==> config.mk <==
export PLATFORM = sky130hd
export DESIGN_NAME = ym2149_bus_writer
export DESIGN_NICKNAME = d
export VERILOG_FILES = /design/src/rtl/ym2149_bus_writer.sv
export SDC_FILE = /design/constraint.sdc
export NUM_CORES = 1
export LEC_CHECK = 0
export ABC_CLOCK_PERIOD_IN_PS = 6720
export CORE_AREA = 2 2 119 98
export CTS_BUF_LIST = sky130_fd_sc_hd__clkbuf_16
export DETAILED_ROUTE_END_ITERATION = 7
export DIE_AREA = 0 0 121 100
export MAX_ROUTING_LAYER = met4
export PLACE_DENSITY_LB_ADDON = 0.05
export SETUP_SLACK_MARGIN = 0.3
export SYNTH_ARGS = -nofsm -noshare
export SYNTH_HDL_FRONTEND = slang
export SYNTH_SLANG_ARGS = --single-unit
==> constraint.sdc <==
create_clock -name i_clk -period 6.72 [get_ports i_clk]
set_clock_uncertainty 0.05 [all_clocks]
set_input_delay 1.344 -clock i_clk [delete_from_list [all_inputs] [get_ports i_clk]]
set_output_delay 1.344 -clock i_clk [all_outputs]
set_load 0.01 [all_outputs]
==> src/rtl/ym2149_bus_writer.sv <==
// Queued YM2149/AY register bus master. Commands wait in a small FIFO and are
// played onto the PSG pins as latch-address, gap, write/read, gap.
module ym2149_bus_writer #(
    parameter int FIFO_DEPTH = 4,
    parameter int T_LATCH    = 1,
    parameter int T_GAP      = 1,
    parameter int T_ACCESS   = 1
) (
    input  logic       i_clk,
    input  logic       i_rst_n,
    input  logic       i_cmd_valid,
    output logic       o_cmd_ready,
    input  logic       i_cmd_rd,
    input  logic [3:0] i_cmd_addr,
    input  logic [7:0] i_cmd_data,
    output logic       o_rd_valid,
    output logic [7:0] o_rd_data,
    output logic       o_busy,
    output logic [7:0] o_da_out,
    output logic       o_da_oe,
    input  logic [7:0] i_da_in,
    output logic       o_bdir,
    output logic       o_bc1,
    output logic       o_bc2
);
    localparam int AW     = $clog2(FIFO_DEPTH);
    localparam int CNTW   = AW + 1;
    localparam int TMAX_A = (T_LATCH > T_GAP) ? T_LATCH : T_GAP;
    localparam int TMAX   = (TMAX_A > T_ACCESS) ? TMAX_A : T_ACCESS;
    localparam int CW     = $clog2(TMAX + 1);

    localparam logic [CW-1:0] LOAD_LATCH  = CW'(T_LATCH - 1);
    localparam logic [CW-1:0] LOAD_GAP    = CW'(T_GAP - 1);
    localparam logic [CW-1:0] LOAD_ACCESS = CW'(T_ACCESS - 1);

    typedef enum logic [2:0] {
        ST_IDLE,
        ST_LATCH,
        ST_GAP1,
        ST_ACCESS,
        ST_GAP2
    } state_t;

    logic [12:0]     r_fifo [FIFO_DEPTH];
    logic [AW-1:0]   r_wrPtr;
    logic [AW-1:0]   r_rdPtr;
    logic [CNTW-1:0] r_count;
    logic            r_cmdReady;

    state_t          r_state;
    logic [CW-1:0]   r_cnt;
    logic            r_cmdRd;
    logic [3:0]      r_cmdAddr;
    logic [7:0]      r_cmdData;
    logic            r_sampleRd;

    logic            r_busy;
    logic            r_rdValid;
    logic [7:0]      r_rdData;
    logic [7:0]      r_daOut;
    logic            r_daOe;
    logic            r_bdir;
    logic            r_bc1;
    logic            r_bc2;

    logic            w_push;
    logic            w_pop;
    logic            w_phaseDone;
    logic [CNTW-1:0] w_countNext;

    assign w_push      = i_rst_n && i_cmd_valid && r_cmdReady;
    assign w_pop       = (r_state == ST_IDLE) && (r_count != '0);
    assign w_phaseDone = (r_cnt == '0);
    assign w_countNext = r_count + CNTW'(w_push) - CNTW'(w_pop);

    always_ff @(posedge i_clk) begin
        if (w_push) begin
            r_fifo[r_wrPtr] <= {i_cmd_rd, i_cmd_addr, i_cmd_data};
        end
    end

    always_ff @(posedge i_clk) begin
        if (!i_rst_n) begin
            r_wrPtr    <= '0;
            r_rdPtr    <= '0;
            r_count    <= '0;
            r_cmdReady <= 1'b1;
            r_state    <= ST_IDLE;
            r_cnt      <= '0;
            r_cmdRd    <= 1'b0;
            r_cmdAddr  <= '0;
            r_cmdData  <= '0;
            r_sampleRd <= 1'b0;
            r_busy     <= 1'b0;
            r_rdValid  <= 1'b0;
            r_rdData   <= '0;
            r_daOut    <= '0;
            r_daOe     <= 1'b0;
            r_bdir     <= 1'b0;
            r_bc1      <= 1'b0;
            r_bc2      <= 1'b0;
        end else begin
            if (w_push) begin
                r_wrPtr <= r_wrPtr + AW'(1);
            end
            if (w_pop) begin
                r_rdPtr <= r_rdPtr + AW'(1);
            end
            r_count    <= w_countNext;
            r_cmdReady <= (w_countNext != CNTW'(FIFO_DEPTH));
            r_busy     <= (r_state != ST_IDLE) || (r_count != '0);

            case (r_state)
                ST_IDLE: begin
                    if (w_pop) begin
                        {r_cmdRd, r_cmdAddr, r_cmdData} <= r_fifo[r_rdPtr];
                        r_cnt   <= LOAD_LATCH;
                        r_state <= ST_LATCH;
                    end
                end
                ST_LATCH: begin
                    if (w_phaseDone) begin
                        r_cnt   <= LOAD_GAP;
                        r_state <= ST_GAP1;
                    end else begin
                        r_cnt <= r_cnt - CW'(1);
                    end
                end
                ST_GAP1: begin
                    if (w_phaseDone) begin
                        r_cnt   <= LOAD_ACCESS;
                        r_state <= ST_ACCESS;
                    end else begin
                        r_cnt <= r_cnt - CW'(1);
                    end
                end
                ST_ACCESS: begin
                    if (w_phaseDone) begin
                        r_cnt   <= LOAD_GAP;
                        r_state <= ST_GAP2;
                    end else begin
                        r_cnt <= r_cnt - CW'(1);
                    end
                end
                ST_GAP2: begin
                    if (w_phaseDone) begin
                        r_state <= ST_IDLE;
                    end else begin
                        r_cnt <= r_cnt - CW'(1);
                    end
                end
                default: r_state <= ST_IDLE;
            endcase

            // Pin stage trails r_state by one cycle, so read data is captured
            // at the end of the last cycle the pins actually show the read.
            r_bdir <= (r_state == ST_LATCH) || ((r_state == ST_ACCESS) && !r_cmdRd);
            r_bc1  <= (r_state == ST_LATCH) || ((r_state == ST_ACCESS) && r_cmdRd);
            r_bc2  <= (r_state == ST_LATCH) || (r_state == ST_ACCESS);
            r_daOe <= (r_state == ST_LATCH) || ((r_state == ST_ACCESS) && !r_cmdRd);

            if (r_state == ST_LATCH) begin
                r_daOut <= {4'b0000, r_cmdAddr};
            end else if ((r_state == ST_ACCESS) && !r_cmdRd) begin
                r_daOut <= r_cmdData;
            end else begin
                r_daOut <= 8'h00;
            end

            r_sampleRd <= (r_state == ST_ACCESS) && r_cmdRd && w_phaseDone;
            r_rdValid  <= r_sampleRd;
            if (r_sampleRd) begin
                r_rdData <= i_da_in;
            end
        end
    end

    assign o_cmd_ready = r_cmdReady;
    assign o_busy      = r_busy;
    assign o_rd_valid  = r_rdValid;
    assign o_rd_data   = r_rdData;
    assign o_da_out    = r_daOut;
    assign o_da_oe     = r_daOe;
    assign o_bdir      = r_bdir;
    assign o_bc1       = r_bc1;
    assign o_bc2       = r_bc2;

endmodule

Word-level counts from Yosys, hierarchy flattened --
Memory sizes are Yosys's and may differ from the RTL's. A register that Yosys moved wholly into a read port is not among the register bits. Cells that the tools add are included.
Word-level totals: register bits 34, bits in writable memories 52, memories 1
Cells by class: add/sub/neg operators 5, equality and inequality tests 10, mux-type cells 13, bitwise logic cells 3, reduce and logical (&&, ||, !) cells 21
Memories:
- r_fifo | words 4, bits a word 13, rd ports 1, clocked after memory_dff 1, wr ports 1, line 44 | logic [12:0] r_fifo [FIFO_DEPTH];
Operators with widths (count):
- 3-bit 2-to-1 mux | 5
- 3-bit case mux with 5 select lines | 1
- 2-bit != test (second input constant) | 5
- 4-bit 2-to-1 mux | 2
- 3-bit by 2-bit equality test with 1-bit output (second input constant) | 2
- 1-bit logical AND | 6
- 3-bit nonzero test | 2
- 5-bit AND reduction | 1
- 2-bit by 1-bit adder with 2-bit output (second input constant) | 2
- 1-bit logical OR | 4
- 1-bit 2-to-1 mux | 4
- 2-bit AND reduction | 2
- 4-bit OR reduction | 1
- 3-bit by 1-bit adder with 3-bit output | 1
- 3-bit by 1-bit equality test with 1-bit output (second input constant) | 1
- 3-bit equality test (second input constant) | 1
- 3-bit zero test | 1
- 3-bit != test (second input constant) | 1
- 1-bit NOT | 3
- 3-bit OR reduction | 1
- 3-bit by 1-bit subtractor with 3-bit output | 1
- 1-bit zero test | 2
- 1-bit case mux with 2 select lines | 1
- 2-bit nonzero test | 1
- 1-bit subtractor (second input constant) | 1

Depth between registers and ports, before layout --
depth after elaboration 5, mapped depth 11

Least setup slack after synthesis --
Ideal clock, no wire load.
path type input port to flip-flop, from input port i_rst_n, to register r_cmdReady (netlist: o_cmd_ready), arrival time 3020 ps, setup slack 3533 ps, cell stages on the path 11, buffers on the path 1, path through buf_2 -> inv_1 -> nor2_1 -> inv_1 -> ha_1 -> inv_1 -> ha_1 -> fa_1 -> xor3_1 -> nor2_1 -> nand2_1
Between the ends: cells in the longest elaborated chain, start to end 5
RTL lines:
- start, declared | line 10 | input logic i_rst_n,
- 1-bit logical AND (2 in a row) | line 71 | assign w_push = i_rst_n && i_cmd_valid && r_cmdReady;
- 3-bit by 1-bit adder with 3-bit output | line 74 | assign w_countNext = r_count + CNTW'(w_push) - CNTW'(w_pop);
- 3-bit by 1-bit subtractor with 3-bit output | line 74
- 3-bit != test | line 110 | r_cmdReady <= (w_countNext != CNTW'(FIFO_DEPTH));
- end signal, assigned | line 110
- end, declared | line 48 | logic r_cmdReady;
Parallel ways exist; a longest one is shown, timed or not. A chain may end at the register's enable or synchronous reset.

Worst setup path after layout --
Same ends and word-level chain as after synthesis.

==> flow_metrics.env <==
export IMPL_status="complete, no violations"
export IMPL_cts_setup_buffers=0
export IMPL_drtIter0Drc=89
export IMPL_required_ns=6.90
export IMPL_io_buffers=46
export IMPL_grt_max_degree=20
export IMPL_ant_nets=0
export IMPL_clkSinkCount=98
export IMPL_slew_viol_final=0
export IMPL_worstSetupPathType="primary input to register"
export IMPL_timing_final_ws_setup_ns=2.59
export IMPL_die_height_um=100
export IMPL_diodes=0
export IMPL_area_sequential_sq_mm=0.00248
export IMPL_yosys_area_share_adder_pct=2.64
export IMPL_dr_pass1_iters=4
export IMPL_fillers=1045
export IMPL_arrival_ns=4.31
export IMPL_clockBufferDepth=2
export IMPL_synthesis_nets=269
export IMPL_rows=35
export IMPL_grt_usage_pct=12.2
export IMPL_core_sq_mm=0.0111
export IMPL_area_growth_pct=24.1
export IMPL_die_width_um=121
export IMPL_seq_area_frac_synth_pct=68.9
export IMPL_period_share_pct=61.5
export IMPL_yosysWarnings=0
export IMPL_cp_max_fo=19
export IMPL_hp_class="register to register"
export IMPL_cts_clk_slew_worst_paths_ns=0.06
export IMPL_placedCellCount=421
export IMPL_rsz0062_at_grt="false"
export IMPL_ctsHoldBuffers=0
export IMPL_nets=315
export IMPL_ctsHtreeMaxLevel=3
export IMPL_leakagePower_nw=1.49
export IMPL_avgViaCountPerCell=4.42
export IMPL_preCtsSetupSlack_ns=2.16
export IMPL_syn_area_sq_mm=0.00360
export IMPL_wl_per_cell_um=14.8
export IMPL_grt_pass1_vias=1898
export IMPL_placed_area_sq_mm=0.00417
export IMPL_ys_types=31
export IMPL_max_slew_worst_pin_slew_ns=1.01
export IMPL_slew_limit_headroom_pct=32.9
export IMPL_start_util_pct=32.5
export IMPL_p_per_area_mw_per_mm2=365
export IMPL_maxCapViolations=0
export IMPL_grt_pass1_wl_mm=10.4
export IMPL_drive_above_1_share_pct=10.7
export IMPL_setup_viol=0
export IMPL_final_common_cell="edfxtp_1"
export IMPL_hold_violations=0
export IMPL_critPathLaunchType="primary input"
export IMPL_cts_tree="yes"
export IMPL_tns_ns=0
export IMPL_vias=1933
export IMPL_ys_ff_latch=98
export IMPL_route_detailed_drc=0
export IMPL_syn_area_per_cell_sq_um=15.1
export IMPL_yosys_area_share_simple_pct=8.89
export IMPL_muxShareOfSynthArea_pct=10.4
export IMPL_die_area_sq_mm=0.0121
export IMPL_post_route_cell_area_sq_mm=0.00447
export IMPL_gp_congestion=0.720
export IMPL_fmax_ghz=0.242
export IMPL_boundaryPins=47
export IMPL_synth_top_family_by_area="multiplexers"
export IMPL_ir_drop_uv=138
export IMPL_numCtsBuffers=9
export IMPL_syn_inst=238
export IMPL_synth_compound_area_share_pct=4.97
export IMPL_stdcell_count=437
export IMPL_mostFrequentLayoutCells="edfxtp_1, clkdlybuf4s50_1, dfxtp_1, nand2_1, nor2_1"
export IMPL_multi_input_area_sq_mm=0.00101
export IMPL_cts_root_buffer="clkbuf_16"
export IMPL_grt_overflow=0
export IMPL_end_kind="register"
export IMPL_synth_xor_area_share_pct=1.15
export IMPL_cts_resized=0
export IMPL_antenna_found_initial=0
export IMPL_post_route_min_period_ns=4.13
export IMPL_clock_latency_ns=0.34
export IMPL_dpl_hpwl_mm=4.24
export IMPL_routed_wl_mm=6.47
[per-stage QoR]
stage | util, % | total power, mW | hold WS, ns
floorplan | - | 1.05 | 0.380
global placement | 37.7 | 1.15 | 0.394
detailed placement | 37.7 | 1.15 | 0.397
CTS | 40.4 | 1.66 | 0.407
global route | 40.4 | 1.73 | 0.426
finish | 40.4 | 1.63 | 0.404
[cells in the mapped netlist]
cell type  instances  area, sq um
o2bb2ai_1         13          114
nand3b_1           5         37.5
edfxtp_1          52         1560
or4_1              1         7.51
and2_1            11         68.8
nor4_1             1         6.26
buf_6              3         33.8
nand3_1            1         5.00
ha_1               6         75.1
mux4_2            13          293
or3_1              1         6.26
or3_4              1         11.3
and3_1             1         6.26
nor3_1             2         10.0
xor3_1             1         23.8
o21ai_0            1         5.00
nand2b_1           1         6.26
inv_1             10         37.5
buf_2              2         10.0
nor2_1            16         60.1
nor3_2             2         20.0
dfxtp_1           46          921
fa_1               1         20.0
xnor2_1            2         17.5
nand2_1           20         75.1
mux2i_1            8         80.1
clkbuf_1           4         15.0
buf_4              2         15.0
o21a_1             1         7.51
o31ai_1            1         7.51
a21oi_1            9         45.0
[worst max-delay path: stages]
cell and delay (ns):
clkdlybuf4s50_1 0.88, inv_1 0.45, nor2_1 0.32, inv_1 0.08
ha_1 0.27, inv_1 0.04, ha_1 0.18, fa_1 0.37
xor3_1 0.18, nor2_1 0.11, nand2_1 0.07
[flip-flops by register name, summed over array words and instances, names as in the netlist, 2 cells and up]
register / count
o_da_out: 8
o_rd_data: 8
r_cmdAddr: 4
r_cmdData: 8
r_count: 3
r_fifo: 52
r_rdPtr: 2
r_state: 3
r_wrPtr: 2
[final cells by class]
type,instances,share of cell area (%)
Clock inverter,7,1.60
Clock buffer,9,5.04
Multi-Input combinational cell,119,22.6
Inverter,10,0.840
Timing Repair Buffer,46,10.3
Tap cell,148,4.14
Sequential cell,98,55.5
[per-layer routing]
metal  wire length (um)  vias up  track usage (%)
li1                   -      951                -
met2               2900       45             17.1
met3                364        6             5.34
met4                 71        0             3.49
met1               3130      931             16.0
met5                  0        -                -
[cell families (layout without fill, tap and decap cells)]
logic type      count (synthesis)  in the layout
compound gates                 25             25
xor+xnor                        3              3
fa+ha+maj                       7              7
buf+inv                        21             72
flops                          98             98
mux                            21             21
simple gates                   63             63
[report_power, final]
part,leakage [nW],internal (mW),total (mW),switching (mW)
registers,0.847,0.715,0.795,0.0801
clock network,0.139,0.287,0.501,0.214
logic,0.501,0.174,0.334,0.160
total,1.49,1.18,1.63,0.454
[worst paths after layout]
| path | slack (ns) | endpoint | cells after the start | startpoint |
|---|---|---|---|---|
| setup / recovery | 2.59 | o_cmd_ready | 11 | i_rst_n |
| hold / removal | 0.40 | o_da_out[4] | 1 | r_cmdData[4] |
| setup reg to reg | 3.78 | o_cmd_ready | 8 | r_state[1] |
| hold reg to reg | 0.40 | o_da_out[4] | 1 | r_cmdData[4] |
Note: power is estimated with default switching activity, not from simulation.
